File: config.mk
export PLATFORM = sky130hd
export DESIGN_NAME = weight_fifo_in_ctrl_flat
export DESIGN_NICKNAME = d
export VERILOG_FILES = /design/src/rtl/weight_fifo_pkg.sv /design/src/rtl/weight_fifo_in_ctrl_if.sv /design/src/rtl/weight_fifo_rc_cnt.sv /design/src/rtl/weight_fifo_in_ctrl.sv /design/src/flat_wrapper.sv
export SDC_FILE = /design/constraint.sdc
export NUM_CORES = 1
export LEC_CHECK = 0
export ABC_AREA = 1
export BUFFER_PORTS_ARGS = -buffer_cell sky130_fd_sc_hd__buf_2
export CAP_MARGIN = 20
export CORE_ASPECT_RATIO = 1.25
export CORE_MARGIN = 3
export CORE_UTILIZATION = 30
export DETAILED_ROUTE_END_ITERATION = 8
export GPL_TIMING_DRIVEN = 0
export PLACE_DENSITY = 0.58
export SYNTH_ARGS = -nofsm -noshare
export SYNTH_HDL_FRONTEND = slang
export SYNTH_SLANG_ARGS = --single-unit
File: constraint.sdc
create_clock -name clk -period 1.5 [get_ports clk]
set_input_delay 0.075 -clock clk [delete_from_list [all_inputs] [get_ports clk]]
set_output_delay 0.075 -clock clk [all_outputs]
set_load 0.03 [all_outputs]
File: src/rtl/weight_fifo_pkg.sv
// Shared types and sizing helpers for the weight FIFO fill/drain controllers.
package weight_fifo_pkg;

  typedef enum logic [1:0] {
    IDLE   = 2'd0,
    FILL   = 2'd1,
    LOADED = 2'd2
  } state_t;

  localparam int unsigned DEF_FIFO_WIDTH = 16;
  localparam int unsigned DEF_FIFO_DEPTH = 16;

  // Counter width for n positions; a single position still needs one bit.
  function automatic int unsigned cnt_w(input int unsigned n);
    return (n > 1) ? $clog2(n) : 1;
  endfunction

endpackage

File: src/rtl/weight_fifo_in_ctrl_if.sv
// Control/handshake bundle between the upstream weight source, the FIFO write side and the drain side.
interface weight_fifo_in_ctrl_if
  import weight_fifo_pkg::*;
#(
  parameter int unsigned FIFO_WIDTH = DEF_FIFO_WIDTH,
  parameter int unsigned FIFO_DEPTH = DEF_FIFO_DEPTH
);

  logic                          load;
  logic                          abort;
  logic                          in_valid;
  logic                          in_ready;
  logic [FIFO_WIDTH-1:0]         w_wen;
  logic [cnt_w(FIFO_DEPTH)-1:0]  w_row;
  logic                          loaded;
  logic                          drain_done;

  modport master (
    output load, abort, in_valid, drain_done,
    input  in_ready, w_wen, w_row, loaded
  );

  modport slave (
    input  load, abort, in_valid, drain_done,
    output in_ready, w_wen, w_row, loaded
  );

endinterface

File: src/rtl/weight_fifo_rc_cnt.sv
// Row-major lane/row position counter shared by the FIFO fill and drain controllers.
module weight_fifo_rc_cnt
  import weight_fifo_pkg::*;
#(
  parameter int unsigned LANES = DEF_FIFO_WIDTH,
  parameter int unsigned ROWS  = DEF_FIFO_DEPTH
) (
  input  logic                      clk,
  input  logic                      rst,
  input  logic                      clear,
  input  logic                      en,
  output logic [cnt_w(LANES)-1:0]   lane,
  output logic [cnt_w(ROWS)-1:0]    row,
  output logic                      lane_wrap,
  output logic                      row_wrap
);

  localparam int unsigned LW = cnt_w(LANES);
  localparam int unsigned RW = cnt_w(ROWS);

  assign lane_wrap = (lane == LW'(LANES - 1));
  assign row_wrap  = (row  == RW'(ROWS - 1));

  // NOTE: sequential state uses non-blocking assignments so every register samples pre-edge values.
  always_ff @(posedge clk) begin
    if (rst || clear) begin
      lane <= '0;
      row  <= '0;
    end else if (en) begin
      if (lane_wrap) begin
        lane <= '0;
        row  <= row_wrap ? '0 : row + RW'(1);
      end else begin
        lane <= lane + LW'(1);
      end
    end
  end

endmodule

File: src/rtl/weight_fifo_in_ctrl.sv
// Write-side controller: fills every lane of the weight FIFO bank row-major, then holds until drained.
module weight_fifo_in_ctrl
  import weight_fifo_pkg::*;
#(
  parameter int unsigned FIFO_WIDTH = DEF_FIFO_WIDTH,
  parameter int unsigned FIFO_DEPTH = DEF_FIFO_DEPTH
) (
  input logic                 clk,
  input logic                 rst,
  weight_fifo_in_ctrl_if.slave bus
);

  localparam int unsigned LW = cnt_w(FIFO_WIDTH);
  localparam int unsigned RW = cnt_w(FIFO_DEPTH);

  state_t                state, state_nxt;
  logic                  ready;
  logic                  accept;
  logic                  cnt_clear;
  logic [LW-1:0]         lane_cnt;
  logic [RW-1:0]         row_cnt;
  logic                  lane_wrap, row_wrap;
  logic [FIFO_WIDTH-1:0] wen;
  logic [RW-1:0]         row_out;

  // Counters only advance while filling; any other state or an abort parks them at lane 0, row 0.
  assign cnt_clear = (state != FILL) || bus.abort;

  weight_fifo_rc_cnt #(
    .LANES (FIFO_WIDTH),
    .ROWS  (FIFO_DEPTH)
  ) u_cnt (
    .clk       (clk),
    .rst       (rst),
    .clear     (cnt_clear),
    .en        (accept),
    .lane      (lane_cnt),
    .row       (row_cnt),
    .lane_wrap (lane_wrap),
    .row_wrap  (row_wrap)
  );

  always_ff @(posedge clk) begin
    if (rst) state <= IDLE;
    else     state <= state_nxt;
  end

  // NOTE: a default assignment first keeps every path driven, so no latch is inferred.
  always_comb begin
    state_nxt = state;
    unique case (state)
      IDLE:    if (bus.load && !bus.abort)         state_nxt = FILL;
      FILL:    if (bus.abort)                      state_nxt = IDLE;
               else if (accept && lane_wrap && row_wrap) state_nxt = LOADED;
      LOADED:  if (bus.drain_done)                 state_nxt = IDLE;
      default:                                     state_nxt = IDLE;
    endcase
  end

  // Outputs are forced quiet while reset is held, independent of the registered state.
  always_comb begin
    ready   = (state == FILL) && !rst;
    accept  = ready && bus.in_valid;
    wen     = '0;
    row_out = '0;
    if (accept) begin
      wen     = FIFO_WIDTH'(1) << lane_cnt;
      row_out = row_cnt;
    end
  end

  assign bus.in_ready = ready;
  assign bus.w_wen    = wen;
  assign bus.w_row    = row_out;
  assign bus.loaded   = (state == LOADED) && !rst;

endmodule

File: src/flat_wrapper.sv
// flat-port wrapper written by rule: the top's interface ports become plain ports
module weight_fifo_in_ctrl_flat import weight_fifo_pkg::*;
#(
  parameter int unsigned FIFO_WIDTH = DEF_FIFO_WIDTH,
  parameter int unsigned FIFO_DEPTH = DEF_FIFO_DEPTH
)
  (clk, rst, bus_load, bus_abort, bus_in_valid, bus_drain_done, bus_in_ready, bus_w_wen, bus_w_row, bus_loaded);
  weight_fifo_in_ctrl_if #(.FIFO_WIDTH(FIFO_WIDTH), .FIFO_DEPTH(FIFO_DEPTH)) bus_i ();
  input logic clk;
  input logic rst;
  input wire logic [$bits(bus_i.load)-1:0] bus_load;
  input wire logic [$bits(bus_i.abort)-1:0] bus_abort;
  input wire logic [$bits(bus_i.in_valid)-1:0] bus_in_valid;
  input wire logic [$bits(bus_i.drain_done)-1:0] bus_drain_done;
  output wire logic [$bits(bus_i.in_ready)-1:0] bus_in_ready;
  output wire logic [$bits(bus_i.w_wen)-1:0] bus_w_wen;
  output wire logic [$bits(bus_i.w_row)-1:0] bus_w_row;
  output wire logic [$bits(bus_i.loaded)-1:0] bus_loaded;
  assign bus_i.load = bus_load;
  assign bus_i.abort = bus_abort;
  assign bus_i.in_valid = bus_in_valid;
  assign bus_i.drain_done = bus_drain_done;
  assign bus_in_ready = bus_i.in_ready;
  assign bus_w_wen = bus_i.w_wen;
  assign bus_w_row = bus_i.w_row;
  assign bus_loaded = bus_i.loaded;
  weight_fifo_in_ctrl #(.FIFO_WIDTH(FIFO_WIDTH), .FIFO_DEPTH(FIFO_DEPTH)) u_core (.clk(clk), .rst(rst), .bus(bus_i));
endmodule
==> results.cfg, run 1 <==
[timing]
rsz0062_at_grt = true
min_period_ns = 1.43
maxSlewViolCount = 0
maxSlewHeadroom_pct = 83.1
clock_skew_ns = 0.00337
fmax_mhz = 699
tightest_slew_ns = 0.251
hold_violations = 0
finalSetupViolCount = 0
worst_slack_ns = 0.0699
finalCritPeriodShare_pct = 95.3

[logic_synthesis]
synth-seq-cells = 10
synthMuxAreaShare_pct = 0
async_reset_ff_share_pct = 0
ys_types = 22
synth_flop_cell = dfxtp_1
synth_xor_area_share_pct = 0
synth.area.top_cells = dfxtp_1 27%, nor2_1 15%, ha_1 12%, nand2_1 10%, inv_1 9.6%
synth_edf_count = 0
synth.largest_area_cell = dfxtp_1
synth_compound_area_share_pct = 10.9
ys_warn_count = 0
ys_seq_area_share_pct = 26.9
synthTopCellsByCount = 29 x nor2_1, 20 x nand2_1, 19 x inv_1
synthSimpleGateAreaFrac_pct = 40.2
syn_area_um2 = 743
syn_area_per_cell_um2 = 6.35
syn-num-nets = 130
yosys.area_share.adder_pct = 11.8
synth_top_family_by_area = simple AND/OR/NAND/NOR gates
yosysTopAreaCellShare_pct = 26.9
synthCells = 117
yosysMostFrequentCell = nor2_1

[power_and_ir_drop]
powerDensity_nw_per_um2 = 651
ir_worst_vdd_v = 0.000660
p_leak_nw = 0.492
power.total_w = 0.000672

[clock_tree]
clock_path_buffers = 2
clk_latency_ns = 0.26
cts_hold_buf = 0
cts_root_buffer = clkbuf_4
h-tree-depth = 1
cts_buffers = 3
cts_tree = built
clk_pin_slew_worst_paths_ns = 0.06
cts.sinks = 10

[worst_hold_path]
hold_class = in -> reg

[critical_path]
crit_chain = inv_2 -> nand3_2 -> nor2_4 -> nand2_4 -> nor2_1 -> buf_4
setup.worst_path.end_class = primary output
critPathRequiredTime_ns = 1.42
slowest_stage = dfxtp_2
path_class = reg -> out
slowest_delay_ns = 0.32
cp_max_fo = 8
worstPathBufferInverterCount = 2
crit_arrival_ns = 1.36
start_kind = flip-flop
cp_top_family = simple AND/OR/NAND/NOR gates

[routing]
antenna_left = 0
drc = 0
drt_pre_antenna_iters = 3
viasPerCell = 4.44
drt-total-wl_um = 1760
dr_wl_met2_um = 891
wl_met3_um = 82
wl_met1_um = 759
dr_total_vias = 804
top_layer = met4
avgRoutedWirePerCell_um = 9.73
first_iter_violations = 11

[status]
status = completed

[layout]
diodes = 0
final_area_um2 = 1030
layout-drive-gt1-share_pct = 35.3
area_growth_syn_to_layout_pct = 38.9
finalNetCount = 165
nFillCells = 252

[global_route]
track_usage_pct = 12.3
grt_pass1_vias = 752
antenna_found_initial = 0
grt_max_degree = 10
grt_pass1_wl_um = 2930
gr-total-overflow = 0

[place]
placement.io_buffers = 27
gp_congestion = 0.857
dp_hpwl_um = 1370
dpl_cell_area_um2 = 927
dp_slack_ns = 0.106

[floorplan]
chipWidth_um = 50.5
initial_core_util_pct = 32.6
die_height_um = 61.7
dieArea_um2 = 3110
pin_count = 28
std_cell_rows = 19
core_area_um2 = 2280

[run]
max-cap-violations = 0
## worst paths after layout
check                                          start              endpoint  slack [ns]  cells after the start
worst max register to register       u_core.state[1]   u_core.u_cnt.row[3]        0.15                     10
worst min-delay path                       bus_abort  u_core.u_cnt.lane[1]        0.15                      4
worst max-delay path                 u_core.state[1]         bus_w_wen[10]        0.07                      6
worst min register to register  u_core.u_cnt.lane[0]  u_core.u_cnt.lane[0]        0.49                      2
## flip-flops by register name (all words and copies together), names as in the netlist
name and count:
u_core.u_cnt.row 4, u_core.u_cnt.lane 4, u_core.state 2
## worst reg2reg max path: stages (launching register included)
cell     delay (ns)
dfxtp_2        0.32
inv_2          0.07
nand3_2        0.10
nor2_4         0.18
buf_4          0.13
buf_4          0.12
nand2_4        0.08
nor2_1         0.09
nand2_1        0.05
nand2_1        0.06
nor2_1         0.04
## per-layer routing
metal	up-vias	track usage, %
li1	429	-
met5	-	0
met4	0	5.77
met3	5	1.45
met2	25	23.5
met1	345	13.6
## cell families after synthesis
kind of cell             count (synthesis)
AND/OR/NAND/NOR                         66
flip-flops                              10
buffers and inverters                   20
AO/OA/AOI/OAI                           14
adder cells (fa/ha/maj)                  7
## cells in the final DEF, fill, tap and decap left out, types with 2 or more instances in the layout
cell type  synthesis  routed
dfxtp_2            0       3
buf_2              0      16
dfxtp_1           10       6
nor3_2             0       2
o21ai_0            5       5
nand2_1           20      18
nor3_1             5       3
nor2_4             1       2
buf_4              0      13
inv_2              1       2
nand2_4            2       4
nor2_2             2       2
inv_1             19      18
nand3_1            3       3
nor2_1            29      28
clkbuf_4           0       4
ha_1               7       6
a21oi_1            4       4
## area by class of cell
cell class                      count  area [um2]  area share, %
Inverter                           20        75.1           7.27
Multi-Input combinational cell     87         503           48.7
Timing Repair Buffer               30         185           17.9
Clock buffer                        3        22.5           2.18
Sequential cell                    10         208           20.1
Tap cell                           31        38.8           3.76
## power breakdown
| part | switching [W] | internal (W) |
|---|---|---|
| logic | 0.000120 | 0.0000684 |
| clock network | 0.0000859 | 0.0000925 |
| registers | 0.0000187 | 0.000286 |
| total | 0.000225 | 0.000447 |
## timing repair
item                                    4_1_cts  5_1_grt
buffers inserted                              1        2
endpoints found under the setup margin       16       21
pin swaps                                     1        1
gates resized for setup                      11       16
## through the flow
step / util [%] / TNS [ns] / cells / hold WS (ns)
2_1_floorplan: - / 0 / 117 / 0.231
3_3_place_gp: 40.6 / 0 / 175 / 0.420
3_5_place_dp: 40.6 / 0 / 175 / 0.420
4_1_cts: 43.0 / 0 / 179 / 0.143
5_1_grt: 45.2 / -0.0594 / 181 / 0.181
6_report: 45.2 / 0 / 181 / 0.147
No activity file was read; power rests on OpenSTA's default activity.
==> run 2: changes to the inputs <==
Settings changed: CELL_PAD_IN_SITES_DETAIL_PLACEMENT set to 0, CELL_PAD_IN_SITES_GLOBAL_PLACEMENT set to 2, CORE_UTILIZATION 30 to 24, PLACE_DENSITY 0.58 to 0.83.
==> results.cfg, run 2 (synthesis results as in run 1) <==
[layout]
utilization_pct = 38.2
layout_commonest_cell = nor2_1
diodes = 0
area_growth_syn_to_layout_pct = 44.4
seq_area_um2 = 209
layout-drive-gt1-share_pct = 35.3
nFillCells = 299
most-common-layout-cells = 29 x nor2_1, 18 x inv_1, 18 x nand2_1
finalNetCount = 164
multi_input_area_um2 = 514
reg.largest.list = u_core.u_cnt.lane x4, u_core.u_cnt.row x4, u_core.state x2

[global_route]
grt_pass1_vias = 746
gr-total-overflow = 0
grt_max_degree = 10
antenna_found_initial = 0
grt_pass1_wl_um = 3140
track_usage_pct = 10.1

[clock_tree]
clk_latency_ns = 0.27
cts_root_buffer = clkbuf_4
cts.sinks = 10
cts_buffers = 3
cts_tree = built
clk_pin_slew_worst_paths_ns = 0.07
clock_path_buffers = 2
h-tree-depth = 1

[critical_path]
crit_arrival_ns = 1.36
crit_path_start = u_core.state[1]
slowest_stage = dfxtp_2
crit_path_end = bus_w_wen[12]
cp_top_family = simple AND/OR/NAND/NOR gates
worstPathBufferInverterCount = 2
r2r-end = u_core.state[0]
r2r.worst_path.cells = 8
start_kind = flip-flop
critPathRequiredTime_ns = 1.42
rr_startpoint = u_core.u_cnt.lane[0]
slowest_delay_ns = 0.34
path_class = reg -> out
setup.worst_path.end_class = primary output
crit_chain = inv_4 -> nand3_4 -> nor2_4 -> nand2_4 -> nor3_4 -> buf_6
r2r_slack_ns = 0.18
cp_max_fo = 8
cp_num_cells = 6

[place]
gp_congestion = 0.772
placement.io_buffers = 27
dp_hpwl_um = 1430

[timing]
finalSetupViolCount = 0
maxSlewViolCount = 0
clock_skew_ns = 0.00452
maxSlewHeadroom_pct = 83.0
min_period_ns = 1.44
rsz0062_at_grt = true
tightest_slew_ns = 0.253
fmax_mhz = 695
hold_violations = 0
worst_hold_slack_ns = 0.133
finalCritPeriodShare_pct = 95.9

[routing]
drt-total-wl_um = 1770
drt_pre_antenna_iters = 3
viasPerCell = 4.26
dr_total_vias = 784
antenna_left = 0
first_iter_violations = 11
drc = 0
avgRoutedWirePerCell_um = 9.64

[power_and_ir_drop]
powerDensity_nw_per_um2 = 693
ir_worst_vdd_v = 0.000503
p_leak_nw = 0.500

[worst_hold_path]
hold_class = in -> reg

[floorplan]
die_height_um = 68.2
std_cell_rows = 21
initial_core_util_pct = 26.4
pin_count = 28
core_area_um2 = 2810
chipWidth_um = 55.8
dieArea_um2 = 3800

[status]
status = completed

[run]
max-cap-violations = 0
run 2: metal layers:
layer / up-vias / track usage, % / share of wire, %
met2: 20 / 19.1 / 51
met3: 2 / 1.89 / 6.0
met1: 333 / 11.5 / 42
li1: 429 / - / -
met4: 0 / 3.65 / 0.79
met5: - / 0 / 0
run 2: area by class of cell:
class                      instances  share of cell area, %
sequential                        10                   19.5
tap                               34                   3.96
multi-input combinational         87                   47.9
timing repair buffer              29                   18.1
inverter                          20                   7.23
clock buffer                       4                   3.38
run 2: power breakdown:
group          internal (W)  total, W  switching (W)
clock network      0.000148  0.000247      0.0000996
registers          0.000286  0.000308      0.0000222
logic             0.0000680  0.000189       0.000121
total              0.000502  0.000744       0.000243
run 2: worst register-to-register path: stages (launching register included):
cell     delay (ns)
dfxtp_2        0.37
ha_2           0.20
nand2_1        0.07
nor2_2         0.17
nand4_1        0.14
nand2_1        0.10
o21ai_0        0.08
nand2_1        0.07
inv_1          0.03
run 2: what timing repair did:
action,CTS,global route
endpoints found under the setup margin,17,21
gates resized for setup,19,15
pin swaps,1,2
hold buffers,0,0
setup buffers,1,1
run 2: stage by stage:
step,instances,total power (W),TNS [ns],setup WS (ns),cell area (um2)
after floorplan,117,0.000425,0,0.0477,753
after global placement,178,0.000468,0,0.114,931
after detailed placement,178,0.000467,0,0.101,931
after CTS,183,0.000737,-0.0143,-0.0132,1020
after global routing,184,0.000802,-0.0319,-0.0319,1070
final,184,0.000744,0,0.0616,1070
run 2: worst min-delay path by stage:
stage | end | cells past startpoint | start
2_1_floorplan | bus_in_ready | 1 | rst
4_1_cts | u_core.state[0] | 4 | rst
3_3_place_gp | u_core.state[0] | 4 | rst
3_5_place_dp | u_core.state[0] | 4 | rst
5_1_grt | u_core.state[1] | 4 | bus_abort
6_report | u_core.u_cnt.lane[1] | 4 | bus_abort
==> run 3: changes to the inputs <==
Settings changed: GPL_TIMING_DRIVEN 0 to not set.
==> results.cfg, run 3 (synthesis results as in run 1) <==
[timing]
clock_skew_ns = 0.00528
fmax_mhz = 708
tightest_slew_ns = 0.267
worst_hold_slack_ns = 0.128
maxSlewHeadroom_pct = 82.1
finalCritPeriodShare_pct = 94.2
min_period_ns = 1.41
rsz0062_at_grt = true
tns_ns = 0
finalSetupViolCount = 0
hold_violations = 0
maxSlewViolCount = 0

[global_route]
gr-total-overflow = 0
antenna_found_initial = 0
grtUsageMet3_pct = 2.45
grt_pass1_wl_um = 3080
met1_usage_pct = 11.0
grt_pass1_vias = 725
busiest_layer = met2
grt_max_degree = 10
grt_use_met2_pct = 18.5
track_usage_pct = 9.94

[routing]
dr_total_vias = 797
drt-total-wl_um = 1790
avgRoutedWirePerCell_um = 9.66
viasPerCell = 4.31
antenna_left = 0
drt_pre_antenna_iters = 4
drc = 0
first_iter_violations = 11

[power_and_ir_drop]
clockPowerShare_pct = 33.8
power_switching_w = 0.000253
p_int_w = 0.000505
ir_worst_vdd_v = 0.000286
p_leak_nw = 0.498
combPwrFrac_pct = 25.3
p_sw_share_pct = 33.4
seqPwrFrac_pct = 40.8
powerDensity_nw_per_um2 = 703

[run]
max-cap-violations = 0

[layout]
utilization_pct = 38.3
finalNetCount = 165
diodes = 0
most-common-layout-cells = 28 x nor2_1, 19 x buf_4, 18 x inv_1, 18 x nand2_1, 9 x buf_2
layout-drive-gt1-share_pct = 35.8
reg.largest.list = u_core.u_cnt.lane x4, u_core.u_cnt.row x4, u_core.state x2
area_growth_syn_to_layout_pct = 44.9
layout_commonest_cell = nor2_1

[worst_hold_path]
hold_class = in -> reg
hold_path_depth = 4

[floorplan]
std_cell_rows = 21
pin_count = 28
chipWidth_um = 55.8
dieArea_um2 = 3800
core_area_um2 = 2810
die_height_um = 68.2
initial_core_util_pct = 26.4

[critical_path]
start_kind = flip-flop
crit_arrival_ns = 1.34
r2r-end = u_core.state[0]
setup.worst_path.end_class = primary output
path_class = reg -> out
r2r.worst_path.cells = 8
r2r_slack_ns = 0.18
rr_startpoint = u_core.u_cnt.lane[0]
crit_path_end = bus_w_wen[12]
crit_path_start = u_core.state[1]
cp_max_fo = 8
critPathRequiredTime_ns = 1.42

[place]
dp_hpwl_um = 1480
placement.io_buffers = 27
gp_congestion = 0.715

[clock_tree]
cts_root_buffer = clkbuf_4
clk_pin_slew_worst_paths_ns = 0.08
cts_hold_buf = 0
cts_tree = built
cts_buffers = 3
clk_latency_ns = 0.27
clock_path_buffers = 2
h-tree-depth = 1
cts.sinks = 10

[status]
status = completed
[run 3: per-layer routing]
| metal | up-vias | part of all wire, % |
|---|---|---|
| met5 | - | 0 |
| met4 | 0 | 1.1 |
| met3 | 4 | 6.8 |
| met2 | 20 | 50 |
| met1 | 342 | 42 |
| li1 | 431 | - |
[run 3: layout make-up]
cell class | instances | area (um2)
fillers | 317 | 1730
multi-input cells | 87 | 510
flip-flops and latches | 10 | 208
repair buffers | 30 | 203
inverters | 20 | 77.6
well taps | 34 | 42.5
clock buffers | 4 | 36.3
[run 3: power by group through the flow]
stage | Sequential, W | Combinational, W | Clock, W
floorplan | 0.000299 | 0.000126 | 0
global placement | 0.000303 | 0.000169 | 0
detailed placement | 0.000304 | 0.000168 | 0
CTS | 0.000299 | 0.000170 | 0.000263
global route | 0.000312 | 0.000216 | 0.000275
finish | 0.000309 | 0.000192 | 0.000256
[run 3: timing repair]
| item | CTS | global route |
|---|---|---|
| setup buffers | 0 | 1 |
| gates resized for setup | 13 | 28 |
| pin swaps | 0 | 1 |
| cloned | 0 | 0 |
| setup endpoints to repair | 16 | 20 |
[run 3: worst max-delay path: stages (launching register included)]
cell     delay (ns)
dfxtp_2        0.34
inv_4          0.07
nand3_4        0.07
nor2_4         0.19
nand2_4        0.10
nor3_2         0.11
buf_4          0.18
[run 3: metrics by stage]
step                      cell area (um2)  setup WS [ns]  power (W)  cells
after detailed placement              946          0.108   0.000472    180
after global routing                 1080        -0.0179   0.000802    185
after global placement                946          0.179   0.000473    180
after floorplan                       753         0.0477   0.000425    117
final                                1080         0.0875   0.000757    185
after CTS                            1010       -0.00787   0.000732    184
[run 3: worst min-delay path by stage]
stage | start | to | slack [ns]
2_1_floorplan | rst | bus_in_ready | 0.23
6_report | bus_abort | u_core.u_cnt.lane[1] | 0.13
3_3_place_gp | rst | u_core.state[0] | 0.41
3_5_place_dp | rst | u_core.state[0] | 0.42
5_1_grt | bus_abort | u_core.u_cnt.lane[1] | 0.16
4_1_cts | rst | u_core.state[0] | 0.11
